File: config.mk
export PLATFORM = sky130hd
export DESIGN_NAME = nios_system_nios2_gen2_0_cpu_oci_trace_monitor
export DESIGN_NICKNAME = d
export VERILOG_FILES = /design/src/rtl/nios_system_nios2_gen2_0_cpu_oci_trace_monitor.sv
export SDC_FILE = /design/constraint.sdc
export NUM_CORES = 1
export LEC_CHECK = 0
export BUFFER_PORTS_ARGS = -buffer_cell sky130_fd_sc_hd__buf_2
export CORE_MARGIN = 2
export CORE_UTILIZATION = 55
export CTS_BUF_LIST = sky130_fd_sc_hd__clkbuf_4
export DETAILED_ROUTE_END_ITERATION = 8
export HOLD_SLACK_MARGIN = 0.03
export PLACE_DENSITY = 0.73
export REMOVE_ABC_BUFFERS = 1
export SYNTH_ARGS = -nofsm -noshare
export SYNTH_HDL_FRONTEND = slang
export SYNTH_SLANG_ARGS = --single-unit
File: constraint.sdc
create_clock -name clk -period 10.09 [get_ports clk]
set_clock_uncertainty 0.05 [all_clocks]
set_input_delay 0.5045 -clock clk [delete_from_list [all_inputs] [get_ports clk]]
set_output_delay 0.5045 -clock clk [all_outputs]
set_load 0.02 [all_outputs]
File: src/rtl/nios_system_nios2_gen2_0_cpu_oci_trace_monitor.sv
// Trace-frame capture monitor: FWFT FIFO of trace frames with a saturating event
// total, a sticky overflow flag, and a capture/drain/done sequencer for end of test.
module nios_system_nios2_gen2_0_cpu_oci_trace_monitor #(
  parameter  int DATA_W = 30,
  parameter  int CNT_W  = 4,
  parameter  int DEPTH  = 16,
  parameter  int TOT_W  = 32,
  localparam int AW     = $clog2(DEPTH)
) (
  input  logic              clk,
  input  logic              reset_n,
  input  logic [DATA_W-1:0] dct_buffer,
  input  logic [CNT_W-1:0]  dct_count,
  input  logic              dct_valid,
  input  logic              test_ending,
  input  logic              test_has_ended,
  output logic [DATA_W-1:0] rd_data,
  output logic              rd_valid,
  input  logic              rd_ready,
  output logic [AW:0]       fifo_level,
  output logic              overflow,
  output logic [TOT_W-1:0]  total_count,
  output logic              drain_done
);

  localparam int SUM_W = ((TOT_W > CNT_W) ? TOT_W : CNT_W) + 1;

  typedef enum logic [1:0] {CAPTURE, DRAIN, DONE} state_e;

  state_e             state_q, state_d;
  logic [AW-1:0]      wr_ptr_q, wr_ptr_d, rd_ptr_q, rd_ptr_d;
  logic [AW:0]        level_q, level_d;
  logic               overflow_q, overflow_d;
  logic [TOT_W-1:0]   total_q, total_d;
  logic               done_q;
  logic [DATA_W-1:0]  mem_q [DEPTH];

  logic               pop, push_req, push, full;
  logic [SUM_W-1:0]   sum;

  assign rd_valid    = (level_q != '0);
  assign rd_data     = mem_q[rd_ptr_q];
  assign fifo_level  = level_q;
  assign overflow    = overflow_q;
  assign total_count = total_q;
  assign drain_done  = done_q;

  assign full     = (level_q == (AW+1)'(DEPTH));
  assign pop      = rd_valid && rd_ready;
  assign push_req = (state_q == CAPTURE) && dct_valid && (dct_count != '0);
  // A full FIFO still accepts a frame when the head leaves in the same cycle.
  assign push     = push_req && (!full || pop);
  assign sum      = SUM_W'(total_q) + SUM_W'(dct_count);

  always_comb begin
    wr_ptr_d   = wr_ptr_q;
    rd_ptr_d   = rd_ptr_q;
    level_d    = level_q;
    overflow_d = overflow_q;
    total_d    = total_q;
    state_d    = state_q;

    if (push) begin
      wr_ptr_d = wr_ptr_q + 1'b1;
      total_d  = (sum > SUM_W'({TOT_W{1'b1}})) ? {TOT_W{1'b1}} : sum[TOT_W-1:0];
    end else if (push_req) begin
      overflow_d = 1'b1;
    end
    if (pop) rd_ptr_d = rd_ptr_q + 1'b1;

    case ({push, pop})
      2'b10:   level_d = level_q + 1'b1;
      2'b01:   level_d = level_q - 1'b1;
      default: level_d = level_q;
    endcase

    case (state_q)
      CAPTURE: if (test_ending || test_has_ended) state_d = DRAIN;
      DRAIN:   if (test_has_ended && (level_d == '0)) state_d = DONE;
      default: state_d = DONE;
    endcase
  end

  always_ff @(posedge clk) begin
    if (!reset_n) begin
      state_q    <= CAPTURE;
      wr_ptr_q   <= '0;
      rd_ptr_q   <= '0;
      level_q    <= '0;
      overflow_q <= 1'b0;
      total_q    <= '0;
      done_q     <= 1'b0;
    end else begin
      state_q    <= state_d;
      wr_ptr_q   <= wr_ptr_d;
      rd_ptr_q   <= rd_ptr_d;
      level_q    <= level_d;
      overflow_q <= overflow_d;
      total_q    <= total_d;
      done_q     <= (state_d == DONE);
    end
  end

  // Storage is not reset; stale entries are unreachable once the pointers clear.
  always_ff @(posedge clk) begin
    if (reset_n && push) mem_q[wr_ptr_q] <= dct_buffer;
  end

endmodule

Yosys cells after proc, flatten, opt, wreduce, memory -nomap -nowiden

Memory sizes are Yosys's and may differ from the RTL's. A register that Yosys moved wholly into a read port is not among the register bits.
Cells that the tools add are included.

Magnitude comparators: 1
Equal/unequal tests: 5
$add $sub $neg: 5
Reductions and logical operators: 14
Multiplexer cells: 9
Bitwise logic cells: 1

Operators by type and width:

| cell                                                                              | number |
|---|---|
| 32-bit by 4-bit adder with 33-bit output                                          | 1 |
| 33-bit by 32-bit greater-than comparator with 1-bit output, second input constant | 1 |
| 32-bit 2-to-1 mux                                                                 | 1 |
| 5-bit case mux with 2 select lines                                                | 1 |
| 4-bit by 1-bit adder with 4-bit output, second input constant                     | 2 |
| 4-bit 2-to-1 mux                                                                  | 2 |
| 1-bit logical AND                                                                 | 6 |
| 5-bit by 1-bit adder with 5-bit output, second input constant                     | 1 |
| 5-bit equality test, second input constant                                        | 1 |
| 5-bit logical NOT                                                                 | 1 |
| 5-bit nonzero test                                                                | 1 |
| 5-bit by 1-bit subtractor with 5-bit output, second input constant                | 1 |
| 2-bit by 1-bit equality test with 1-bit output, second input constant             | 2 |
| 2-bit equality test, second input constant                                        | 2 |
| 2-bit 2-to-1 mux                                                                  | 2 |
| 2-bit case mux with 2 select lines                                                | 1 |
| 4-bit nonzero test                                                                | 1 |
| 2-bit logical NOT                                                                 | 1 |
| 1-bit logical OR                                                                  | 2 |
| 1-bit 2-to-1 mux                                                                  | 2 |
| 2-bit AND reduction                                                               | 1 |
| 1-bit logical NOT                                                                 | 1 |
| 1-bit inverter                                                                    | 1 |

Memories kept: 1
Memory bits (writable): 480
Output and inout bits: 70
Input bits: 40
Flip-flop bits (word level): 49
Word-level logic and storage cells: 43

Memories:

| name  | depth | width | read ports | clocked after Yosys merged registers in | wr ports | RTL line | RTL |
|---|---|---|---|---|---|---|---|
| mem_q | 16    | 30    | 1          | 1                                       | 1        | 36       | `logic [DATA_W-1:0] mem_q [DEPTH];` |

Longest topological paths before layout

Gate-level depths: netlist of the first run.

Depth after elaboration: 11
Mapped depth: 10
Mapped depth without buffers: 10

Worst setup path after synthesis of the first run

Ideal clock, no wire load.

Kind: input -> register
From: input port dct_valid
To: memory mem_q[14][0], enable pin
Arrival: 3.038 ns
Stages on the path: 6
Data required time: 9.623 ns
Library setup time: 0.417 ns
Setup slack: 6.585 ns
Path buffers: 2
Path through: or3b_4 > a211oi_1 > buf_2 > buf_1 > nand3_1 > nor2_1

Word-level cells in the longest chain between the ends: 6

Ends and longest elaborated chain:

| element                                | RTL line | RTL |
|---|---|---|
| start, declared                        | 14       | `input logic dct_valid,` |
| 1-bit logical AND (2 in a row)         | 50       | `assign push_req = (state_q == CAPTURE) && dct_valid && (dct_count != '0);` |
| 1-bit logical AND                      | 52       | `assign push = push_req && (!full \|\| pop);` |
| 1-bit logical AND                      | 106      | `if (reset_n && push) mem_q[wr_ptr_q] <= dct_buffer;` |
| 1-bit 2-to-1 mux                       | 106      |  |
| 1-bit 2-to-1 mux (not written as such) | 106      |  |
| end, declared                          | 36       |  |

Every way passes these cells.

==> metrics.cfg, run 1 <==
[global_routing]
use_met3_pct=6.00
grt_pass1_vias=11200
antenna_found_initial=2
grt_pass1_wl_um=63800
top_usage_layer=met2
grtUsageMet2_pct=38.8
grt_max_degree=66
use_met1_pct=28.5
track_usage_pct=22.6
grt-ovfl-total=0

[floorplan]
dieArea_um2=39300
fp.dieH_um=198
core-area_um2=37400
pin_count=110
initial_utilization_pct=55.5
die_w_um=198
row_count=71

[place]
dpl_cell_area_um2=22100
globalplace.congestion=0.789
io_buffers=109
dp_hpwl_um=21800
dp_slack_ps=6350
placed_cells_incl_taps=1591

[synth]
synth_cells=991
synth_edf_count=480
yosysWarningCount=0
ys_seq_area_share_pct=74.6
synth_top_area_share_pct=69.5
netlist_top_cells_area=edfxtp_1 (69%), mux4_2 (16%), dfxtp_1 (5.1%), nor2_1 (0.90%), ha_1 (0.72%)
yosysUniqueCellTypes=56
synth-main-ff-cell=edfxtp_1
syn_area_per_cell_um2=20.9
synth_seq_cells=533
synth_top_area_cell=edfxtp_1
synthArstFlopShare_pct=0
netlist_area_um2=20800

[worst_setup_path]
cp.required_ps=9540
worstPathArrival_ps=3810
crit_path_end_kind=output port
start_kind=flip-flop
crit_fanout=53
path_class=flip-flop to output port

[timing]
drv_slew=0
fin_ws_ps=5730
rsz0062_at_grt=no
finalCritPeriodShare_pct=43.2
setup_viol=0
worst_pin_slew_ps=1000
fmax_mhz=229
setup_tns_ps=0
post-route-min-period_ps=4360
hold_viol_final=0
relSlewSlack_pct=33.1

[power_and_ir_drop]
p_per_area_nw_per_um2=220
peakVddDrop_uv=204
p_leak_nw=7.89

[drt]
vias_per_cell=5.79
vias=10700
first_pass_iters=5
drt_iter0_markers=903
wl_per_cell_um=23.2
routed_wl_um=42900
drc=0
ant_nets=0

[finish]
fin_area_um2=24100
instances_no_fill=1851
final_common_cell=edfxtp_1
final_core_utilization_pct=64.4
final_cell_mix=edfxtp_1 (480), clkbuf_4 (191), mux4_2 (150), buf_2 (109), dfxtp_1 (49)
final_nets=1302
nFillCells=2594
area_growth_pct=16.0
layout-drive-gt1-share_pct=39.2

[flow_run]
cap_violations=0

[cts]
clk_pin_slew_ps=50
cts_resized=0
ctsRootBufferMaster=clkbuf_4
post_cts_buffers=0
cts_buffers=133
cts_max_path_buffers=3
cts_hold_buffers=33
h-tree-depth=4
cts_sinks=533
cts_tree=done
clk_latency_ps=760

[worst_hold_path]
min_path_type=primary input to flip-flop

[run_status]
outcome=finished clean

==> critical path, cell delays in order (launching register included) <==
cell     delay, ps
dfxtp_4        820
buf_4          910
mux4_2         590
mux4_2         520
buf_2          190
==> layout make-up <==
class / instances / area (µm²) / share of cell area, %
antenna: 2 / 5.00 / 0.0208
clock buffer: 191 / 1430 / 5.96
clock inverter: 34 / 224 / 0.930
inverter: 6 / 22.5 / 0.0936
multi-input combinational: 409 / 5210 / 21.7
sequential: 533 / 15500 / 64.3
tap: 511 / 639 / 2.66
timing repair buffer: 165 / 1050 / 4.36
==> through the flow <==
step	total power (W)	hold WS [ps]
detailed placement	0.00361	435
global route	0.00555	86.1
global placement	0.00359	426
floorplan	0.00344	418
CTS	0.00537	30.5
finish	0.00530	108
==> per-layer routing <==
metal | routed length [µm] | part of all wire, %
met1 | 16400 | 38
met2 | 22400 | 52
met3 | 3500 | 8.2
met4 | 498 | 1.2
met5 | 0 | 0
==> Yosys cell counts, types with 9 or more instances <==
cell / instances
nand3_1: 10
nand4_1: 13
xnor2_1: 15
xor2_1: 10
o21ai_0: 17
nor2_1: 50
nor3_1: 11
buf_1: 12
clkbuf_1: 25
nand2_1: 25
edfxtp_1: 480
a21oi_1: 9
mux4_2: 150
ha_1: 12
dfxtp_1: 53
==> power by group <==
part | switching (W) | internal [W]
combinational | 0.000480 | 0.000527
clock | 0.000796 | 0.000944
sequential | 0.0000912 | 0.00246
total | 0.00137 | 0.00393
==> flip-flops by register name (all words and copies together), names as in the netlist, named ones only <==
name         count
rd_ptr_q         4
wr_ptr_q         4
overflow         1
fifo_level       5
mem_q          480
total_count     32
drain_done       1
state_q          2
==> final timing paths <==
path | from | end | slack, ps | cells past startpoint
worst max register to register | fifo_level[0] | state_q[0] | 6110 | 11
worst max-delay path | flip-flop | rd_data[2] | 5730 | 4
worst min register to register | wr_ptr_q[1] | wr_ptr_q[1] | 460 | 2
worst min-delay path | dct_count[0] | total_count[0] | 110 | 4
==> cells by family after synthesis <==
group,after synthesis,share of synthesized area [%]
simple gates,148,3.70
flops,533,74.6
mux,157,16.7
compound gates,65,2.16
fa+ha+maj,14,0.916
buf+inv,49,0.922
xor+xnor,25,1.06
No activity file was read; power rests on OpenSTA's default activity.
==> run 2: changes to the inputs <==
==> constraint.sdc (replaced) <==
create_clock -name clk -period 4.16 [get_ports clk]
set_clock_uncertainty 0.05 [all_clocks]
set_input_delay 0.208 -clock clk [delete_from_list [all_inputs] [get_ports clk]]
set_output_delay 0.208 -clock clk [all_outputs]
set_load 0.02 [all_outputs]
==> metrics.cfg, run 2 (synthesized netlist as in run 1, its figures left out) <==
[finish]
nFillCells=2492
final_common_cell=edfxtp_1
final_nets=1317
multi_input_area_um2=5210
layout-drive-gt1-share_pct=38.7
final_core_utilization_pct=64.9
seqCellArea_um2=15500
largest_reg_flops=480
largest-register=mem_q
instances_no_fill=1861
area_growth_pct=17.0
fin_area_um2=24300
final_cell_mix=edfxtp_1 (480), clkbuf_4 (178), mux4_2 (150), buf_2 (109), dfxtp_1 (49)

[worst_setup_path]
critical_path.n_buffers_inverters=1
crit_path_end_kind=flip-flop
rr_worst_depth=11
path_delay_family=compound AO/OA/AOI/OAI gates
cp.required_ps=4790
crit_chain=or4_4 -> o21ai_1 -> nor2_1 -> fa_1 -> a21o_1 -> a21oi_1 -> nand3_1 -> a31oi_1 -> a41oi_2 -> o311a_1 -> dlygate4sd3_1
r2r-end=state_q[0]
worstPathArrival_ps=4450
worst_path_largest_cell_delay_ps=600
reg2reg_setup_slack_ps=340
start_kind=flip-flop
path_class=flip-flop to flip-flop
crit_fanout=8
r2r-start=fifo_level[0]
crit_slowest_cell=or4_4

[worst_hold_path]
hold_depth=2
hp-start=dct_buffer[24]
hold_end=mem_q[4][24]
min_path_type=primary input to flip-flop

[floorplan]
fp.dieH_um=198
row_count=71
die_w_um=198
dieArea_um2=39300
pin_count=110
initial_utilization_pct=55.5
core-area_um2=37400

[power_and_ir_drop]
p_sw_share_pct=26.2
p_per_area_nw_per_um2=538
p_total_w=0.0131
seq_power_share_pct=46.8
p_int_w=0.00965
clockPowerShare_pct=33.0
peakVddDrop_uv=370
power.switching_w=0.00342
power_frac_comb_pct=20.1
p_leak_nw=7.96

[run_status]
outcome=finished clean

[drt]
vias_per_cell=5.84
drt_iter0_markers=877
routed_wl_um=42000
wl_per_cell_um=22.6
vias=10900
first_pass_iters=5
ant_nets=0
drc=0

[cts]
clk_pin_slew_ps=70
cts_tree=done
cts_buffers=135
h-tree-depth=4
cts_max_path_buffers=3
ctsRootBufferMaster=clkbuf_4
clk_latency_ps=790
post_cts_buffers=0
cts_sinks=533

[place]
placed_cells_incl_taps=1596
dpl_cell_area_um2=22200
dp_hpwl_um=23500
globalplace.congestion=0.860
io_buffers=109

[timing]
finalCritPeriodShare_pct=91.8
setup_tns_ps=0
worst_pin_slew_ps=1140
relSlewSlack_pct=23.7
drv_slew=0
rsz0062_at_grt=no
fmax_mhz=262
setup_viol=0
hold_viol_final=0
post-route-min-period_ps=3820

[global_routing]
grt_pass1_wl_um=64700
antenna_found_initial=2
grt_pass1_vias=11300
grt-ovfl-total=0
grt_max_degree=46
track_usage_pct=22.4

[flow_run]
cap_violations=0

-- run 2: cell count changes in the layout (fill, tap and decap cells not counted), sizes merged --
cell,before,now
bufinv,3,6
clkinv,28,31
clkbuf,191,178
buf,132,137
clkinvlp,2,3
dlygate4sd3,33,41
inv,7,10
-- run 2: repair_timing --
item | CTS | global route
endpoints found under the setup margin | 0 | 1
hold endpoints to repair | 509 | 0
resized for setup | 0 | 1
hold buffers | 41 | 0
-- run 2: worst max-delay path by stage --
stage / start / end / slack (ps) / cells after the start
finish: fifo_level[0] / state_q[0] / 340 / 11
global placement: fifo_level[0] / state_q[0] / 880 / 10
floorplan: flip-flop / rd_data[0] / -2270 / 2
global route: fifo_level[0] / state_q[0] / 120 / 11
detailed placement: fifo_level[0] / state_q[0] / 760 / 10
CTS: fifo_level[0] / state_q[0] / 200 / 11
-- run 2: power groups by stage --
| stage | clock network [W] | logic [W] | registers, W |
|---|---|---|---|
| after floorplan | 0 | 0.00180 | 0.00647 |
| after global placement | 0 | 0.00260 | 0.00623 |
| after detailed placement | 0 | 0.00263 | 0.00624 |
| after CTS | 0.00444 | 0.00268 | 0.00612 |
| after global routing | 0.00471 | 0.00284 | 0.00614 |
| final | 0.00432 | 0.00263 | 0.00612 |
-- run 2: per-layer routing --
layer  global-route usage [%]  part of all wire [%]  routed length [µm]
met1                     31.1                    41               17400
met2                     35.0                    49               20600
met3                     5.60                   7.7                3220
met4                     8.13                   1.9                 808
met5                        0                     0                   0
-- run 2: per-stage QoR --
step                hold slack (ps)  worst slack (ps)
floorplan                       257             -2270
global placement                391               881
detailed placement              406               761
CTS                             199               202
global route                    236               124
finish                          274               341
-- run 2: final cells by class --
cell class	instances	area share, %
Tap cell	511	2.63
Antenna cell	2	0.0206
Multi-Input combinational cell	409	21.5
Inverter	6	0.0927
Clock buffer	178	5.50
Clock inverter	44	1.41
Sequential cell	533	63.8
Timing Repair Buffer	178	5.11
